==> config.mk <==
export PLATFORM = sky130hd
export DESIGN_NAME = alu_reservation_station
export DESIGN_NICKNAME = d
export VERILOG_FILES = /design/src/rtl/alu_rs_pkg.sv /design/src/rtl/alu_reservation_station.sv
export SDC_FILE = /design/constraint.sdc
export NUM_CORES = 2
export LEC_CHECK = 0
export CAP_MARGIN = 10
export CORE_UTILIZATION = 53
export DETAILED_ROUTE_END_ITERATION = 8
export MAX_ROUTING_LAYER = met4
export PLACE_DENSITY = 0.77
export SETUP_SLACK_MARGIN = 0.4
export SYNTH_ARGS = -nofsm -noshare
export SYNTH_HDL_FRONTEND = slang
export SYNTH_SLANG_ARGS = --single-unit
==> constraint.sdc <==
create_clock -name in_clk -period 30.3 [get_ports in_clk]
set_input_delay 7.575 -clock in_clk [delete_from_list [all_inputs] [get_ports in_clk]]
set_output_delay 7.575 -clock in_clk [all_outputs]
set_load 0.02 [all_outputs]
==> src/rtl/alu_rs_pkg.sv <==
// Shared ALU micro-op field types used by the reservation station and its neighbours.
package alu_rs_pkg;

  typedef enum logic [2:0] {
    FU_PLUS,
    FU_MINUS,
    FU_AND,
    FU_ORR,
    FU_EOR,
    FU_LSL,
    FU_LSR,
    FU_MOV
  } fu_op_t;

  typedef logic [3:0] nzcv_t;
  typedef logic [3:0] cond_t;

endpackage

==> src/rtl/alu_reservation_station.sv <==
// ALU reservation station: a collapsing queue of dispatched micro-ops (slot 0 is
// always the oldest) that wakes operands from the result broadcast and issues the
// oldest fully-ready entry to the ALU as a registered one-cycle start pulse.
module alu_reservation_station
  import alu_rs_pkg::*;
#(
  parameter int RS_SIZE      = 4,
  parameter int GPR_SIZE     = 64,
  parameter int ROB_IDX_SIZE = 4
) (
  input  logic                    in_clk,
  input  logic                    in_rst,
  input  logic                    in_flush,
  input  logic                    in_dispatch_valid,
  input  fu_op_t                  in_dispatch_fu_op,
  input  logic [GPR_SIZE-1:0]     in_dispatch_val_a,
  input  logic [GPR_SIZE-1:0]     in_dispatch_val_b,
  input  logic                    in_dispatch_a_ready,
  input  logic                    in_dispatch_b_ready,
  input  logic [ROB_IDX_SIZE-1:0] in_dispatch_a_tag,
  input  logic [ROB_IDX_SIZE-1:0] in_dispatch_b_tag,
  input  logic [ROB_IDX_SIZE-1:0] in_dispatch_dst_rob_index,
  input  logic                    in_dispatch_set_nzcv,
  input  nzcv_t                   in_dispatch_nzcv,
  input  cond_t                   in_dispatch_cond,
  input  logic                    in_fu_done,
  input  logic [ROB_IDX_SIZE-1:0] in_fu_dst_rob_index,
  input  logic [GPR_SIZE-1:0]     in_fu_value,
  input  logic                    in_fu_alu_ready,
  output logic                    out_dispatch_full,
  output logic                    out_fu_alu_start,
  output fu_op_t                  out_fu_alu_fu_op,
  output logic [GPR_SIZE-1:0]     out_fu_alu_val_a,
  output logic [GPR_SIZE-1:0]     out_fu_alu_val_b,
  output logic [ROB_IDX_SIZE-1:0] out_fu_alu_dst_rob_index,
  output logic                    out_fu_alu_set_nzcv,
  output nzcv_t                   out_fu_alu_nzcv,
  output cond_t                   out_fu_alu_cond
);

  localparam int CNT_W = $clog2(RS_SIZE + 1);

  typedef struct packed {
    logic                    valid;
    fu_op_t                  op;
    logic [GPR_SIZE-1:0]     val_a;
    logic [GPR_SIZE-1:0]     val_b;
    logic                    a_rdy;
    logic                    b_rdy;
    logic [ROB_IDX_SIZE-1:0] a_tag;
    logic [ROB_IDX_SIZE-1:0] b_tag;
    logic [ROB_IDX_SIZE-1:0] dst;
    logic                    set_nzcv;
    nzcv_t                   nzcv;
    cond_t                   cond;
  } entry_t;

  entry_t           rs_q  [RS_SIZE];
  entry_t           rs_w  [RS_SIZE];
  entry_t           rs_up [RS_SIZE];
  entry_t           rs_d  [RS_SIZE];
  entry_t           dis_e;
  entry_t           sel_e;
  logic [CNT_W-1:0] count_q;
  logic [CNT_W-1:0] count_d;
  logic             has_sel;
  int               sel_idx;
  int               wr_idx;
  logic             issue;
  logic             accept;

  assign out_dispatch_full = (count_q == CNT_W'(RS_SIZE));
  assign issue             = has_sel && in_fu_alu_ready && !in_flush;
  assign accept            = in_dispatch_valid && !out_dispatch_full && !in_flush;

  // Wakeup: stored entries capture a matching broadcast, A and B independently.
  always_comb begin
    for (int i = 0; i < RS_SIZE; i++) begin
      rs_w[i] = rs_q[i];
      if (in_fu_done && rs_q[i].valid) begin
        if (!rs_q[i].a_rdy && (rs_q[i].a_tag == in_fu_dst_rob_index)) begin
          rs_w[i].a_rdy = 1'b1;
          rs_w[i].val_a = in_fu_value;
        end
        if (!rs_q[i].b_rdy && (rs_q[i].b_tag == in_fu_dst_rob_index)) begin
          rs_w[i].b_rdy = 1'b1;
          rs_w[i].val_b = in_fu_value;
        end
      end
    end
  end

  // Select the oldest entry whose operands were both ready before this edge.
  always_comb begin
    has_sel = 1'b0;
    sel_idx = 0;
    sel_e   = rs_q[0];
    for (int i = 0; i < RS_SIZE; i++) begin
      if (!has_sel && rs_q[i].valid && rs_q[i].a_rdy && rs_q[i].b_rdy) begin
        has_sel = 1'b1;
        sel_idx = i;
        sel_e   = rs_q[i];
      end
    end
  end

  // Incoming micro-op, with a same-cycle broadcast folded in so it is not missed.
  always_comb begin
    dis_e          = '0;
    dis_e.valid    = 1'b1;
    dis_e.op       = in_dispatch_fu_op;
    dis_e.val_a    = in_dispatch_val_a;
    dis_e.val_b    = in_dispatch_val_b;
    dis_e.a_rdy    = in_dispatch_a_ready;
    dis_e.b_rdy    = in_dispatch_b_ready;
    dis_e.a_tag    = in_dispatch_a_tag;
    dis_e.b_tag    = in_dispatch_b_tag;
    dis_e.dst      = in_dispatch_dst_rob_index;
    dis_e.set_nzcv = in_dispatch_set_nzcv;
    dis_e.nzcv     = in_dispatch_nzcv;
    dis_e.cond     = in_dispatch_cond;
    if (!in_dispatch_a_ready && in_fu_done && (in_dispatch_a_tag == in_fu_dst_rob_index)) begin
      dis_e.a_rdy = 1'b1;
      dis_e.val_a = in_fu_value;
    end
    if (!in_dispatch_b_ready && in_fu_done && (in_dispatch_b_tag == in_fu_dst_rob_index)) begin
      dis_e.b_rdy = 1'b1;
      dis_e.val_b = in_fu_value;
    end
  end

  // Next queue contents: collapse over the issued slot, then append the dispatch at the new tail.
  always_comb begin
    for (int i = 0; i < RS_SIZE - 1; i++) begin
      rs_up[i] = rs_w[i+1];
    end
    rs_up[RS_SIZE-1] = '0;
    wr_idx = int'(count_q) - (issue ? 1 : 0);
    for (int i = 0; i < RS_SIZE; i++) begin
      rs_d[i] = (issue && (i >= sel_idx)) ? rs_up[i] : rs_w[i];
      if (accept && (i == wr_idx)) begin
        rs_d[i] = dis_e;
      end
    end
    count_d = count_q;
    if (issue && !accept) begin
      count_d = count_q - 1'b1;
    end else if (accept && !issue) begin
      count_d = count_q + 1'b1;
    end
  end

  // Queue, occupancy and issue payload registers; flush empties the queue but keeps the payload.
  always_ff @(posedge in_clk or posedge in_rst) begin
    if (in_rst) begin
      for (int i = 0; i < RS_SIZE; i++) begin
        rs_q[i] <= '0;
      end
      count_q                  <= '0;
      out_fu_alu_start         <= 1'b0;
      out_fu_alu_fu_op         <= FU_PLUS;
      out_fu_alu_val_a         <= '0;
      out_fu_alu_val_b         <= '0;
      out_fu_alu_dst_rob_index <= '0;
      out_fu_alu_set_nzcv      <= 1'b0;
      out_fu_alu_nzcv          <= '0;
      out_fu_alu_cond          <= '0;
    end else if (in_flush) begin
      for (int i = 0; i < RS_SIZE; i++) begin
        rs_q[i].valid <= 1'b0;
      end
      count_q          <= '0;
      out_fu_alu_start <= 1'b0;
    end else begin
      for (int i = 0; i < RS_SIZE; i++) begin
        rs_q[i] <= rs_d[i];
      end
      count_q          <= count_d;
      out_fu_alu_start <= issue;
      if (issue) begin
        out_fu_alu_fu_op         <= sel_e.op;
        out_fu_alu_val_a         <= sel_e.val_a;
        out_fu_alu_val_b         <= sel_e.val_b;
        out_fu_alu_dst_rob_index <= sel_e.dst;
        out_fu_alu_set_nzcv      <= sel_e.set_nzcv;
        out_fu_alu_nzcv          <= sel_e.nzcv;
        out_fu_alu_cond          <= sel_e.cond;
      end
    end
  end

endmodule

# ---- Word-level counts from Yosys, hierarchy flattened
# Cells that the tools add are included.
dict set report word_totals {
  out_inout_bits 146
  ff_bits 768
}
dict set report classes {
  addsub 3
  order_cmp 4
  bitwise_logic 1
  n_reduce_logical 78
  n_mux 51
  eq_ne 14
}
# op count
set ops {}
lappend ops {{155-bit 2-to-1 mux} 8}
lappend ops {{64-bit 2-to-1 mux} 10}
lappend ops {{130-bit 2-to-1 mux} 4}
lappend ops {{154-bit 2-to-1 mux} 3}
lappend ops {{3-bit by 32-bit greater-or-equal comparator with 1-bit output, first input constant} 2}
lappend ops {{32-bit 2-to-1 mux} 2}
lappend ops {{1-bit logical AND} 41}
lappend ops {{4-bit == test} 10}
lappend ops {{1-bit by 32-bit greater-or-equal comparator with 1-bit output, first input constant} 1}
lappend ops {{2-bit by 32-bit greater-or-equal comparator with 1-bit output, first input constant} 1}
lappend ops {{32-bit zero test} 1}
lappend ops {{3-bit nonzero test} 8}
lappend ops {{1-bit 2-to-1 mux} 21}
lappend ops {{1-bit zero test} 17}
lappend ops {{2-bit AND reduction} 5}
lappend ops {{3-bit 2-to-1 mux} 3}
lappend ops {{3-bit by 4-bit == test with 1-bit output, first input constant} 2}
lappend ops {{2-bit nonzero test} 4}
lappend ops {{3-bit AND reduction} 2}
lappend ops {{2-bit by 4-bit == test with 1-bit output, first input constant} 1}
lappend ops {{3-bit by 1-bit subtractor with 4-bit output} 1}
lappend ops {{3-bit by 1-bit adder with 3-bit output, second input constant} 1}
lappend ops {{3-bit == test, second input constant} 1}
lappend ops {{3-bit by 1-bit subtractor with 3-bit output, second input constant} 1}
lappend ops {{1-bit inverter} 1}

# ---- Depth between registers and ports, before layout
dict set report logic_depth {
  word_depth 26
  mapped_depth 18
  mapped_depth_nobuf 11
}

# ---- Least setup slack after synthesis
# Ideal clock, no wire load.
dict set report synth_timing {
  kind {input port to flip-flop}
  start {input in_fu_alu_ready}
  end {register rs_q[178] in the netlist's numbering}
  slack_ps 19822
  stages 15
  arrival_ps 10354
  required_ps 30176
  path_cell_list {nor2b_1 o21ai_1 buf_4 buf_2 buf_2 inv_1 ha_1 nor2b_1 mux2_4 or3_1 buf_2 nand2_2 buf_2 o22ai_1 a211o_1}
}
dict set report synth_via {
  elab_chain_cells 7
  word_cells_on_any_way 9
  cone_classes {1 x add/sub; 1 x eq/ne; 3 x mux; 4 x reduce/logical}
}
# element line
set synth_rtl {}
lappend synth_rtl {{start: declaration} alu_reservation_station.sv:29} ;# input logic in_fu_alu_ready,
lappend synth_rtl {{1-bit logical AND (*) (2 in series)} alu_reservation_station.sv:73} ;# assign issue = has_sel && in_fu_alu_ready && !in_flush;
lappend synth_rtl {{1-bit 2-to-1 mux} alu_reservation_station.sv:138} ;# wr_idx = int'(count_q) - (issue ? 1 : 0);
lappend synth_rtl {{3-bit by 1-bit subtractor with 4-bit output} alu_reservation_station.sv:138}
lappend synth_rtl {{3-bit by 4-bit == test with 1-bit output} alu_reservation_station.sv:141} ;# if (accept && (i == wr_idx)) begin
lappend synth_rtl {{1-bit logical AND} alu_reservation_station.sv:141}
lappend synth_rtl {{155-bit 2-to-1 mux (*)} alu_reservation_station.sv:141}
lappend synth_rtl {{end signal: indexed assignment} alu_reservation_station.sv:176} ;# rs_q[i] <= rs_d[i];
lappend synth_rtl {{end: declaration} alu_reservation_station.sv:58} ;# entry_t rs_q [RS_SIZE];
# Every way passes the cells marked *; elsewhere a longest branch is shown, timed or not. The select of a mux whose other input is x is not followed.
# A chain may end at the register's enable or synchronous reset.

# ---- Final worst setup path
dict set report layout_timing {
  start {input in_fu_alu_ready}
  end {register rs_q[107] in the netlist's numbering}
}
# The elaborated chain is that of the path after synthesis.

==> results.md <==
* Total track usage at 0.383
* Die width at between 200 and 300 microns
* Setup TNS at 0 ps
* Hold depth at 2
* CTS tree: built
* Hold Path End: rs_q[513]$_DFFE_PP0P_
* CP Class: in -> reg
* Post-synth EDFFs at 0
* Worst Tran Pin Value at 1280 ps
* Grt ovf at 0
* First-pass GRT wire length at approximately 240000 microns
* Place WS at 18110 ps
* Core Footprint at 0.0809 sq mm
* Initial core utilization at 0.538
* Initial antenna violation count at 6
* Die area at 0.0833 sq mm
* CP Launch Type: input pin
* Final worst path period share at 0.385
* Register-to-Register Path Depth at 10
* Area grow syn2layout at 15.6%
* Num ports at ~370
* Die height at 289 microns
* Post-CTS Setup Inserts at 0
* Share of cells above drive strength 1 at 0.0693
* Post-synth top cells: 771 x nand2_1, 768 x dfrtp_1, 555 x mux2i_1
* Rows at 104
* Arr. time, crit path at 12190 ps
* Async S/R FF share, synth at 1.00
* Filler Cell Count at roughly 6600
* Reg clk slew, reported paths at 60 ps
* Biggest area consumer among synthesized cells: dfrtp_1
* RSZ-0062 raised after global routing: false
* Clk sinks at 768
* Routed WL per cell at 27.0 microns
* Post-CTS Hold Buffers at 0
* DR iter-0 viols at 5904
* Final worst setup slack at 18650 ps
* DRC violations left at 0
* Peak VDD IR at 0.0000662 V
* Dpl hpwl at 86800 microns
* Final setup viols at 0
* Switching power at 0.00158 W
* Final wirelength at 157000 microns
* Vias per cell at 7.05
* Flops & latches, synth at 768
* Status: finished clean
* Min-delay src: rs_q[513]$_DFFE_PP0P_
* Slew Limit Fails at 0
* RR Startpoint: rs_q[486]$_DFFE_PP0P_
* R2r setup slk at 25210 ps
* Yosys warns at 0
* Setup Skew at ~23 ps
* Max-cap violations at 0
* Post-synthesis average cell area at 9.35 sq um
* Pleak at around 21 nW
* Highest clock rate at 85.8 MHz
* Register area share after synthesis at 0.441
* CTS buffer count at 85
* H-tree lvl count at 3
* Cell area after synthesis at 0.0435 sq mm
* Nets@finish at 4924
* Combinational cell fraction of total power at 0.317
* Largest cells by area after synthesis: dfrtp_1 44%, mux2i_1 13%, o221ai_1 9.1%
* Rel. slew slack at 0.149
* CP Max Fanout at 57
* Main synth FF type: dfrtp_1
* Final GP Congestion at 0.852
* Period minus WS final at 11650 ps
* P_int at 0.00288 W
* Synth Instances at 4657
* Netlist cell types at 62
* Detailed-route via count at 41100
* Worst-skew pair later-pin latency at 650 ps
* FF-to-FF End: rs_q[107]$_DFFE_PP0N_
* Clock Power Share at 0.251
* Switching Fraction at 0.355
* Post-CTS sizing at 0
* Syn_nets at 4888
* Yosys top cell area share at 0.441
* Largest net degree at the start of global routing at 153
* Seq pwr share at 0.432
* Worst EP required at 30840 ps
* Count leader, synth: nand2_1
* Post-DRT Antenna Nets at 0
* Clock Tree Root: clkbuf_16
* Final hold violations at 0
* Number of global-route vias before repair at 40900
* Hold WC Path Type: reg -> reg
* CTS Buffer Depth at 3
* P per Cell Area at 88.6 mW/mm^2
* CP Capture Type: flop
* DRT Pass-1 Iters at 7
* # port buffers at ~370
[placed cells by master, fill, tap and decap left out, drive strengths merged, types with 32 or more instances in the layout]
| cell type | synthesis | layout |
|---|---|---|
| a21oi | 360 | 360 |
| dfrtp | 768 | 768 |
| o221ai | 450 | 450 |
| mux2i | 556 | 556 |
| o21ai | 37 | 37 |
| inv | 71 | 75 |
| nand2 | 773 | 773 |
| nor2 | 407 | 407 |
| a2bb2oi | 63 | 63 |
| clkdlybuf4s50 | 0 | 372 |
| a211o | 64 | 64 |
| a221o | 67 | 67 |
| buf | 203 | 81 |
| a31oi | 51 | 51 |
| o211ai | 148 | 148 |
| nand3 | 32 | 32 |
| clkbuf | 301 | 125 |
| a22o | 64 | 64 |
| o22ai | 66 | 66 |
| o221a | 64 | 64 |
[sequential cells by signal (all words and copies together) (netlist names)]
name,cells
out_fu_alu_cond,4
out_fu_alu_val_b,64
out_fu_alu_fu_op,3
out_fu_alu_nzcv,4
rs_q,620
out_fu_alu_set_nzcv,1
out_fu_alu_start,1
count_q,3
out_fu_alu_dst_rob_index,4
out_fu_alu_val_a,64
[worst max path at each step]
stage                              to             from  cells past startpoint
2_1_floorplan  count_q[0]$_DFFE_PP0P_           in_rst                      1
3_3_place_gp    rs_q[110]$_DFFE_PP0N_  in_fu_alu_ready                     10
3_5_place_dp     rs_q[43]$_DFFE_PP0N_  in_fu_alu_ready                     10
4_1_cts          rs_q[89]$_DFFE_PP0N_  in_fu_alu_ready                     10
5_1_grt         rs_q[161]$_DFFE_PP0P_           in_rst                      6
6_report        rs_q[107]$_DFFE_PP0N_  in_fu_alu_ready                     10
[final cells by class]
| cell class | count | area, sq um | area share |
|---|---|---|---|
| sequential | 768 | 19200 | 0.382 |
| antenna | 8 | 20.0 | 0.000398 |
| tap | 1060 | 1330 | 0.0263 |
| clock buffer | 125 | 2580 | 0.0513 |
| timing repair buffer | 453 | 4350 | 0.0864 |
| inverter | 72 | 283 | 0.00562 |
| multi-input combinational | 3313 | 22100 | 0.440 |
| clock inverter | 31 | 415 | 0.00825 |
[worst max-delay path, stage by stage]
cell and delay (ps):
clkdlybuf4s50_1 540, nor2b_1 440, o21ai_4 100, inv_1 90
ha_1 230, nor3b_1 810, nand3_4 890, buf_4 710
buf_4 480, o221ai_1 260
[routing by layer]
metal	part of all wire	GRT usage	up-vias
met2	0.45	0.565	2916
met1	0.39	0.495	20300
li1	-	-	17400
met4	0.043	0.177	0
met3	0.12	0.0958	521
met5	0	-	-
[kinds of logic after synthesis]
group,Yosys count,synth area share
AO/OA/AOI/OAI,1442,0.251
AND/OR/NAND/NOR,1270,0.115
flip-flops,768,0.441
buffers and inverters,576,0.0554
multiplexers,557,0.128
XOR/XNOR,41,0.00825
adder cells (fa/ha/maj),3,0.00103
[through the flow]
stage | cells | hold WS (ps) | util | instance area, sq um | total power (W)
after CTS | 5822 | 488 | 0.622 | 50300 | 0.00443
after detailed placement | 5666 | 472 | 0.585 | 47300 | 0.00331
final | 5830 | 490 | 0.622 | 50300 | 0.00446
after floorplan | 4657 | 455 | - | 43500 | 0.00277
after global routing | 5829 | 501 | 0.622 | 50300 | 0.00468
after global placement | 5666 | 467 | 0.585 | 47300 | 0.00325
[power groups by stage]
stage,sequential (W),combinational (W),clock [W]
3_5_place_dp,0.00191,0.00140,0
4_1_cts,0.00190,0.00141,0.00112
2_1_floorplan,0.00191,0.000858,0
6_report,0.00193,0.00141,0.00112
3_3_place_gp,0.00190,0.00135,0
5_1_grt,0.00197,0.00155,0.00116
Note: power is estimated with default switching activity, not from simulation.
